===== src/rtl/seg7_scan_reader.sv =====
// seg7_scan_reader
// Observes a multiplexed, active-low 7-segment display bus and recovers the
// BCD value shown on each digit. A digit is captured only after its
// {segments, enables} pattern has been seen unchanged for STABLE_CYC samples.
// Captured values stay in per-digit registers. A frame pulse marks the point
// where every digit has been refreshed. An error pulse flags undecodable
// patterns.

module seg7_scan_reader #(
   parameter int DIGITS     = 4,
   parameter int STABLE_CYC = 4,
   parameter int AN_ACT_LOW = 1
) (
   input  logic                  clk,
   input  logic                  rst,
   input  logic [6:0]            seg_in,
   input  logic [DIGITS-1:0]     an_in,
   output logic [4*DIGITS-1:0]   bcd_out,
   output logic [DIGITS-1:0]     digit_valid,
   output logic                  frame_valid,
   output logic                  err,
   output logic [2:0]            err_digit
);

   localparam int CNT_W = $clog2(STABLE_CYC + 1);
   localparam int SMP_W = 7 + DIGITS;

   localparam logic [1:0] ST_IDLE   = 2'd0;
   localparam logic [1:0] ST_SETTLE = 2'd1;
   localparam logic [1:0] ST_HOLD   = 2'd2;

   localparam logic [CNT_W-1:0] CNT_ZERO = CNT_W'(0);
   localparam logic [CNT_W-1:0] CNT_ONE  = CNT_W'(1);
   // Count value at which the next matching sample completes the stable run
   localparam logic [CNT_W-1:0] CNT_LAST = CNT_W'(STABLE_CYC - 1);

   // Returns {unknown, value}; blank decodes to F without flagging an error
   function automatic logic [4:0] decode_seg(input logic [6:0] seg);
      logic [4:0] res;
      case (seg)
         7'b1000000: res = 5'h00;
         7'b1111001: res = 5'h01;
         7'b0100100: res = 5'h02;
         7'b0110000: res = 5'h03;
         7'b0011001: res = 5'h04;
         7'b0010010: res = 5'h05;
         7'b0000010: res = 5'h06;
         7'b1111000: res = 5'h07;
         7'b0000000: res = 5'h08;
         7'b0011000: res = 5'h09;
         7'b1111111: res = 5'h0F;
         default:    res = 5'h1E;
      endcase
      return res;
   endfunction

   // True when exactly one digit enable is asserted
   function automatic logic is_onehot(input logic [DIGITS-1:0] v);
      return (v != {DIGITS{1'b0}}) &&
             ((v & (v - DIGITS'(1'b1))) == {DIGITS{1'b0}});
   endfunction

   // Index of the asserted bit of a one-hot vector
   function automatic logic [2:0] onehot_index(input logic [DIGITS-1:0] v);
      logic [2:0] idx;
      idx = 3'd0;
      for (int i = 0; i < DIGITS; i++) begin
         if (v[i]) begin
            idx = 3'(i);
         end else begin
            idx = idx;
         end
      end
      return idx;
   endfunction

   logic [6:0]          seg_s1_q, seg_s1_d, seg_s2_q, seg_s2_d;
   logic [DIGITS-1:0]   an_s1_q, an_s1_d, an_s2_q, an_s2_d;
   logic [SMP_W-1:0]    prev_q, prev_d;
   logic [1:0]          state_q, state_d;
   logic [CNT_W-1:0]    cnt_q, cnt_d;
   logic [4*DIGITS-1:0] bcd_q, bcd_d;
   logic [DIGITS-1:0]   valid_q, valid_d;
   logic [DIGITS-1:0]   seen_q, seen_d;
   logic                frame_q, frame_d;
   logic                err_q, err_d;
   logic [2:0]          err_digit_q, err_digit_d;

   logic [SMP_W-1:0]    samp_s;
   logic                an_onehot_s;
   logic                same_s;
   logic                capture_s;
   logic [4:0]          dec_s;
   logic [2:0]          cap_idx_s;
   logic [DIGITS-1:0]   seen_next_s;

   assign samp_s      = {seg_s2_q, an_s2_q};
   assign an_onehot_s = is_onehot(an_s2_q);
   assign same_s      = (samp_s == prev_q);
   assign dec_s       = decode_seg(seg_s2_q);
   assign cap_idx_s   = onehot_index(an_s2_q);

   // Two-stage synchronisers; enables are normalised to active-high on entry
   always_comb begin
      seg_s1_d = seg_in;
      seg_s2_d = seg_s1_q;
      an_s1_d  = (AN_ACT_LOW != 0) ? ~an_in : an_in;
      an_s2_d  = an_s1_q;
      prev_d   = samp_s;
   end

   // Settle FSM: counts consecutive identical samples of a single enabled digit
   always_comb begin
      state_d   = state_q;
      cnt_d     = cnt_q;
      capture_s = 1'b0;
      case (state_q)
         ST_IDLE: begin
            if (an_onehot_s) begin
               state_d = ST_SETTLE;
               cnt_d   = CNT_ONE;
            end else begin
               cnt_d   = CNT_ZERO;
            end
         end
         ST_SETTLE: begin
            if (!an_onehot_s) begin
               state_d = ST_IDLE;
               cnt_d   = CNT_ZERO;
            end else if (!same_s) begin
               cnt_d   = CNT_ONE;
            end else if (cnt_q == CNT_LAST) begin
               capture_s = 1'b1;
               state_d   = ST_HOLD;
               cnt_d     = CNT_ZERO;
            end else begin
               cnt_d   = cnt_q + CNT_ONE;
            end
         end
         ST_HOLD: begin
            if (!an_onehot_s) begin
               state_d = ST_IDLE;
               cnt_d   = CNT_ZERO;
            end else if (!same_s) begin
               state_d = ST_SETTLE;
               cnt_d   = CNT_ONE;
            end else begin
               state_d = ST_HOLD;
            end
         end
         default: begin
            state_d = ST_IDLE;
            cnt_d   = CNT_ZERO;
         end
      endcase
   end

   // Capture path: digit register update, frame tracking and error reporting
   always_comb begin
      bcd_d       = bcd_q;
      valid_d     = valid_q;
      seen_d      = seen_q;
      frame_d     = 1'b0;
      err_d       = 1'b0;
      err_digit_d = err_digit_q;
      seen_next_s = seen_q | an_s2_q;
      if (capture_s) begin
         for (int k = 0; k < DIGITS; k++) begin
            if (an_s2_q[k]) begin
               bcd_d[4*k +: 4] = dec_s[3:0];
            end else begin
               bcd_d[4*k +: 4] = bcd_q[4*k +: 4];
            end
         end
         valid_d = valid_q | an_s2_q;
         // The digit that completes a frame is not carried into the next one
         if (&seen_next_s) begin
            frame_d = 1'b1;
            seen_d  = {DIGITS{1'b0}};
         end else begin
            seen_d  = seen_next_s;
         end
         if (dec_s[4]) begin
            err_d       = 1'b1;
            err_digit_d = cap_idx_s;
         end else begin
            err_digit_d = err_digit_q;
         end
      end else begin
         seen_d = seen_q;
      end
   end

   // State registers; reset discards any capture due on the same edge
   always_ff @(posedge clk) begin
      if (rst) begin
         seg_s1_q    <= 7'd0;
         seg_s2_q    <= 7'd0;
         an_s1_q     <= {DIGITS{1'b0}};
         an_s2_q     <= {DIGITS{1'b0}};
         prev_q      <= {SMP_W{1'b0}};
         state_q     <= ST_IDLE;
         cnt_q       <= CNT_ZERO;
         bcd_q       <= {(4*DIGITS){1'b0}};
         valid_q     <= {DIGITS{1'b0}};
         seen_q      <= {DIGITS{1'b0}};
         frame_q     <= 1'b0;
         err_q       <= 1'b0;
         err_digit_q <= 3'd0;
      end else begin
         seg_s1_q    <= seg_s1_d;
         seg_s2_q    <= seg_s2_d;
         an_s1_q     <= an_s1_d;
         an_s2_q     <= an_s2_d;
         prev_q      <= prev_d;
         state_q     <= state_d;
         cnt_q       <= cnt_d;
         bcd_q       <= bcd_d;
         valid_q     <= valid_d;
         seen_q      <= seen_d;
         frame_q     <= frame_d;
         err_q       <= err_d;
         err_digit_q <= err_digit_d;
      end
   end

   assign bcd_out     = bcd_q;
   assign digit_valid = valid_q;
   assign frame_valid = frame_q;
   assign err         = err_q;
   assign err_digit   = err_digit_q;

endmodule


===== config.mk =====
export PLATFORM = sky130hd
export DESIGN_NAME = seg7_scan_reader
export DESIGN_NICKNAME = d
export VERILOG_FILES = /design/src/rtl/seg7_scan_reader.sv
export SDC_FILE = /design/constraint.sdc
export NUM_CORES = 1
export LEC_CHECK = 0
export ABC_AREA = 1
export CAP_MARGIN = 20
export CORE_MARGIN = 8
export CORE_UTILIZATION = 40
export CTS_BUF_LIST = sky130_fd_sc_hd__clkbuf_8
export CTS_CLUSTER_DIAMETER = 100
export DETAILED_ROUTE_END_ITERATION = 12
export GPL_TIMING_DRIVEN = 0
export REMOVE_ABC_BUFFERS = 1
export SLEW_MARGIN = 20
export SYNTH_ARGS = -nofsm -noshare
export SYNTH_HDL_FRONTEND = slang
export SYNTH_SLANG_ARGS = --single-unit

===== constraint.sdc =====
create_clock -name clk -period 2.65 [get_ports clk]
set_clock_uncertainty 0.15 [all_clocks]
set_input_delay 0.53 -clock clk [delete_from_list [all_inputs] [get_ports clk]]
set_output_delay 0.53 -clock clk [all_outputs]
set_load 0.005 [all_outputs]

# ---- After elaboration in Yosys (flattened, before gate mapping)
# Cells that the tools add are included.
dict set report totals {
  inputBits 13
  reg_bits 67
  wordCells 79
  out_inout_bits 25
}
dict set report op_classes {
  reduce_logical 13
  eq_ne 18
  mux 25
  bitwise 5
  add_sub_neg 2
}
# op n
set ops {}
lappend ops {{$pmux 5 s11} 1}
lappend ops {{$eq 7x7->1 const B} 4}
lappend ops {{$eq 7x5->1 const B} 3}
lappend ops {{$mux 3} 7}
lappend ops {{$eq 7x6->1 const B} 2}
lappend ops {{$mux 2} 6}
lappend ops {{$eq 11x11->1} 1}
lappend ops {{$reduce_and 2->1} 5}
lappend ops {{$ne 3x3->1 const B} 3}
lappend ops {{$pmux 3 s3} 1}
lappend ops {{$mux 1} 8}
lappend ops {{$or 4x4->4} 2}
lappend ops {{$eq 7x2->1 const B} 1}
lappend ops {{$logic_not 7->1} 1}
lappend ops {{$pmux 2 s3} 1}
lappend ops {{$and 4x4->4} 1}
lappend ops {{$logic_not 4->1} 1}
lappend ops {{$mux 4} 1}
lappend ops {{$not 4->4} 1}
lappend ops {{$reduce_and 4->1} 1}
lappend ops {{$reduce_bool 4->1} 1}
lappend ops {{$sub 4x1->4 const B} 1}
lappend ops {{$add 3x1->3 const B} 1}
lappend ops {{$eq 3x2->1 const B} 1}
lappend ops {{other kinds (8)} 8}

# ---- Longest topological paths before layout
dict set report logic_depth {
  ltp_word 8
  mapped_depth 12
  depth_no_buf 12
}

# ---- Worst setup path after synthesis
# OpenSTA, ideal clock, no wires.
dict set report synth_timing {
  path_kind {register to register}
  startpoint {reg cnt_q[0]}
  endpoint {reg seen_q[0]}
  path_slack_ns 0.927
  setup_time_ns 0.115
  path_stages_with_launch 9
  n_path_buf 0
  t_arrival_ns 1.457
  synth_period_minus_slack_ns 1.723
  required_ns 2.385
  path_cell_list {dfxtp_1 > ha_1 > inv_1 > nor2_2 > nand4_1 > nor2_1 > nand2_1 > nand2_1 > nor2_1}
}
dict set report synth_between {
  elab_chain_len 5
}
# element line_no
set synth_rtl {}
lappend synth_rtl {{start: declaration} 81} ;# logic [CNT_W-1:0] cnt_q, cnt_d;
lappend synth_rtl {{start signal: assignment} 217} ;# cnt_q <= cnt_d;
lappend synth_rtl {{$eq 3x2->1} 132} ;# end else if (cnt_q == CNT_LAST) begin
lappend synth_rtl {{$mux 1} 132}
lappend synth_rtl {{$mux 1} 130} ;# end else if (!same_s) begin
lappend synth_rtl {{$mux 1} 127} ;# if (!an_onehot_s) begin
lappend synth_rtl {{$mux 1} 117} ;# case (state_q)
lappend synth_rtl {{end signal: assignment} 206} ;# seen_q <= {DIGITS{1'b0}};
lappend synth_rtl {{end signal: assignment} 220} ;# seen_q <= seen_d;
lappend synth_rtl {{end: declaration} 84} ;# logic [DIGITS-1:0] seen_q, seen_d;
# No other way between the ends.
# A chain may end at the register's enable or synchronous reset.

# ---- Worst setup path after layout
dict set report layout_timing {
  startpoint {reg cnt_q[0]}
  endpoint {reg seen_q[3]}
}
# The elaborated chain is that of the path after synthesis.

==> impl_metrics.csv <==
group,metric,value,unit
synth,syn_inst,402,
synth,synth_compound_area_share,3.68,%
placement,dp_cells,525,
synth,synth.avg_cell_area,7.10,um2
grt,grt_max_degree,43,
grt,grt_overflow,0,
grt,grt_first_pass_wirelength,10.1,mm
run_status,status,"complete, no violations",
setup_path,r2r_start,"cnt_q[0]$_SDFFE_PP0P_",
drt,vias,2363,
power,power,2.00,mW
timing,finalHoldViolations,0,
placement,pre_cts_ws,0.334,ns
setup_path,cp-end-kind,"register",
synth,ys_types,30,
clock_tree,clkLatencyLatePin,0.35,ns
finish,final_util,50.3,%
worst_hold_path,hold_end,"seg_s2_q[6]$_SDFF_PP0_",
timing,fin_ws,0.572,ns
floorplanning,core,0.00687,mm2
synth,synthXorXnorAreaFrac,1.23,%
placement,io_buffers,36,
synth,muxShareOfSynthArea,0,%
timing,clock.fmax,481,MHz
synth,ys_warn_count,0,
setup_path,r2r_cells,8,
grt,grt_pass1_vias,2294,
worst_hold_path,hold_start,"seg_s1_q[6]$_SDFF_PP0_",
synth,ys_seq_area_share,46.3,%
drt,wl_per_cell,11.0,um
clock_tree,cts_hold_buf,0,
drt,drt_iter0_drc,80,
placement,routabilityCongestion,0.836,
synth,synth_fa_ha_area_share,0.438,%
synth,synth_area,0.00285,mm2
finish,layout-drive-gt1-share,10.6,%
timing,max-slew-margin-rel,50.5,%
synth,synth_top_family_by_area,"simple AND/OR/NAND/NOR gates",
floorplanning,fp.dieW,100,um
finish,diodes,0,
floorplanning,die_h,100,um
setup_path,critPathLaunch,"cnt_q[0]$_SDFFE_PP0P_",
timing,rsz0062_at_grt,"no",
synth,ys_seq_elements,66,
clock_tree,post_cts_resized,0,
timing,setup_viol,0,
setup_path,cp.required,2.73,ns
floorplanning,start_util,41.5,%
floorplanning,die_area,0.0101,mm2
timing,slew_violations,0,
clock_tree,cts_root_buffer,"clkbuf_8",
synth,yosys.area_share.simple,36.7,%
finish,synthToLayoutAreaGrowth,21.2,%
clock_tree,cts_made_buffers,9,
timing,period_minus_slack,2.08,ns
setup_path,cp-start-kind,"register",
finish,nNetsFinal,454,
grt,track_usage,12.8,%
clock_tree,clkTransAtPathRegs,0.07,ns
worst_hold_path,hold_depth,2,
drt,vias_per_cell,4.37,
setup_path,worstPathArrival,2.16,ns
timing,layout_worst_path_cycle_share,78.4,%
flow_run,maxCapViolations,0,
finish,fin_cells,541,
clock_tree,cts_tree,"done",
clock_tree,clockBufferDepth,2,
power,peakVddDrop,0.000342,V
worst_hold_path,hp-class,"reg2reg",
drt,wirelength,5.94,mm
drt,drcViolationCount,0,
clock_tree,cts_setup_buffers,0,
floorplanning,io_pins,38,
drt,drtPass1Iterations,5,
drt,drtAntennaViolNets,0,
power,cellPowerDensity,579,mW/mm2
setup_path,regToRegSetupSlack,0.57,ns
timing,tightest_slew,0.743,ns
clock_tree,cts_sinks,66,
setup_path,critPathKind,"reg2reg",
placement,dp_hpwl,4.20,mm
clock_tree,htreeDepth,3,
power,power_leakage,1.60,nW
grt,antenna_found_initial,0,
finish,fillCellCount,693,
floorplanning,row_count,30,
setup_path,worstPathMaxFanout,7,
setup_path,r2r-end,"seen_q[3]$_SDFFE_PP0N_",
## sequential cells by signal, summed over array words and instances (netlist names)
register / flops
bcd_out: 16
prev_q: 11
seg_s1_q: 7
seg_s2_q: 7
an_s1_q: 4
an_s2_q: 4
digit_valid: 4
seen_q: 4
cnt_q: 3
err_digit: 2
state_q: 2
err: 1
frame_valid: 1
## metrics by stage
step / hold slack, ns / cell area (um2) / TNS, ns
floorplan: 0.238 / 2790 / 0
global placement: 0.239 / 3270 / -19.08
detailed placement: 0.243 / 3270 / 0
CTS: 0.253 / 3460 / 0
global route: 0.266 / 3460 / 0
finish: 0.251 / 3460 / 0
## area by class of cell
class / count / area [um2] / share of cell area [%]
sequential: 66 / 1320 / 38.2
multi-input combinational: 257 / 1200 / 34.8
timing repair buffer: 36 / 355 / 10.3
inverter: 70 / 268 / 7.74
clock buffer: 11 / 151 / 4.38
tap: 96 / 120 / 3.47
clock inverter: 5 / 37.5 / 1.09
## power by group
| part | total [mW] | internal, mW | switching (mW) |
|---|---|---|---|
| Sequential | 1.03 | 1.02 | 0.0182 |
| Combinational | 0.171 | 0.0586 | 0.113 |
| Clock | 0.797 | 0.393 | 0.403 |
## cells in the mapped netlist, drive strengths merged
master,instances,area share [%]
nor2,115,17
dfxtp,66,46
a21oi,9,1.6
nand3,13,2.6
o2111ai,1,0.31
nand2,93,13
ha,1,0.44
inv,70,9.4
xnor2,3,0.92
nor3b,1,0.44
conb,1,0.13
xor2,1,0.31
nand4,6,3.4
nor3,3,0.53
or2,1,0.22
buf,4,1.4
o21a,1,0.26
o21ai,5,0.88
o22ai,3,0.66
clkbuf,5,0.66
## placed cells by master, fill, tap and decap left out, types with 4 or more instances in the layout
| master | Yosys | layout |
|---|---|---|
| nand3_1 | 11 | 11 |
| nor2_1 | 108 | 108 |
| dfxtp_1 | 66 | 66 |
| inv_2 | 8 | 8 |
| inv_1 | 61 | 61 |
| nand2_2 | 5 | 5 |
| a21oi_1 | 9 | 9 |
| clkdlybuf4s50_1 | 0 | 35 |
| o21ai_0 | 5 | 5 |
| nand4_4 | 4 | 4 |
| nand2_1 | 87 | 87 |
| nor2_2 | 4 | 4 |
| clkbuf_8 | 0 | 11 |
## metal layers
metal | vias to the layer above | wire [um] | global-route usage, %
met5 | - | 0 | 0
met4 | 0 | 204 | 8.72
met3 | 14 | 247 | 2.83
met2 | 51 | 2660 | 20.7
met1 | 1032 | 2820 | 14.8
li1 | 1266 | - | -
## worst max-delay path by stage
stage	endpoint	slack, ns	depth (start not counted)
after detailed placement	seen_q[2]$_SDFFE_PP0N_	0.33	4
after CTS	seen_q[3]$_SDFFE_PP0N_	0.55	8
after global routing	seen_q[3]$_SDFFE_PP0N_	0.37	8
final	seen_q[3]$_SDFFE_PP0N_	0.57	8
after global placement	seen_q[0]$_SDFFE_PP0N_	-0.89	4
after floorplan	seen_q[0]$_SDFFE_PP0N_	0.92	8
## critical path, cell delays in order (launching register included)
cell     delay (ns)
dfxtp_1        0.35
ha_1           0.16
inv_1          0.06
nor2_2         0.46
nand4_1        0.22
nor2_1         0.25
nand2_1        0.11
nand2_1        0.13
nor2_1         0.08
## cell families (layout without fill, tap and decap cells)
kind of cell    Yosys count  in the layout
other cells               1              1
xor+xnor                  4              4
fa+ha+maj                 1              1
buf+inv                  79            122
simple gates            232            232
flops                    66             66
compound gates           19             19
(Power assumes the default switching activity.)
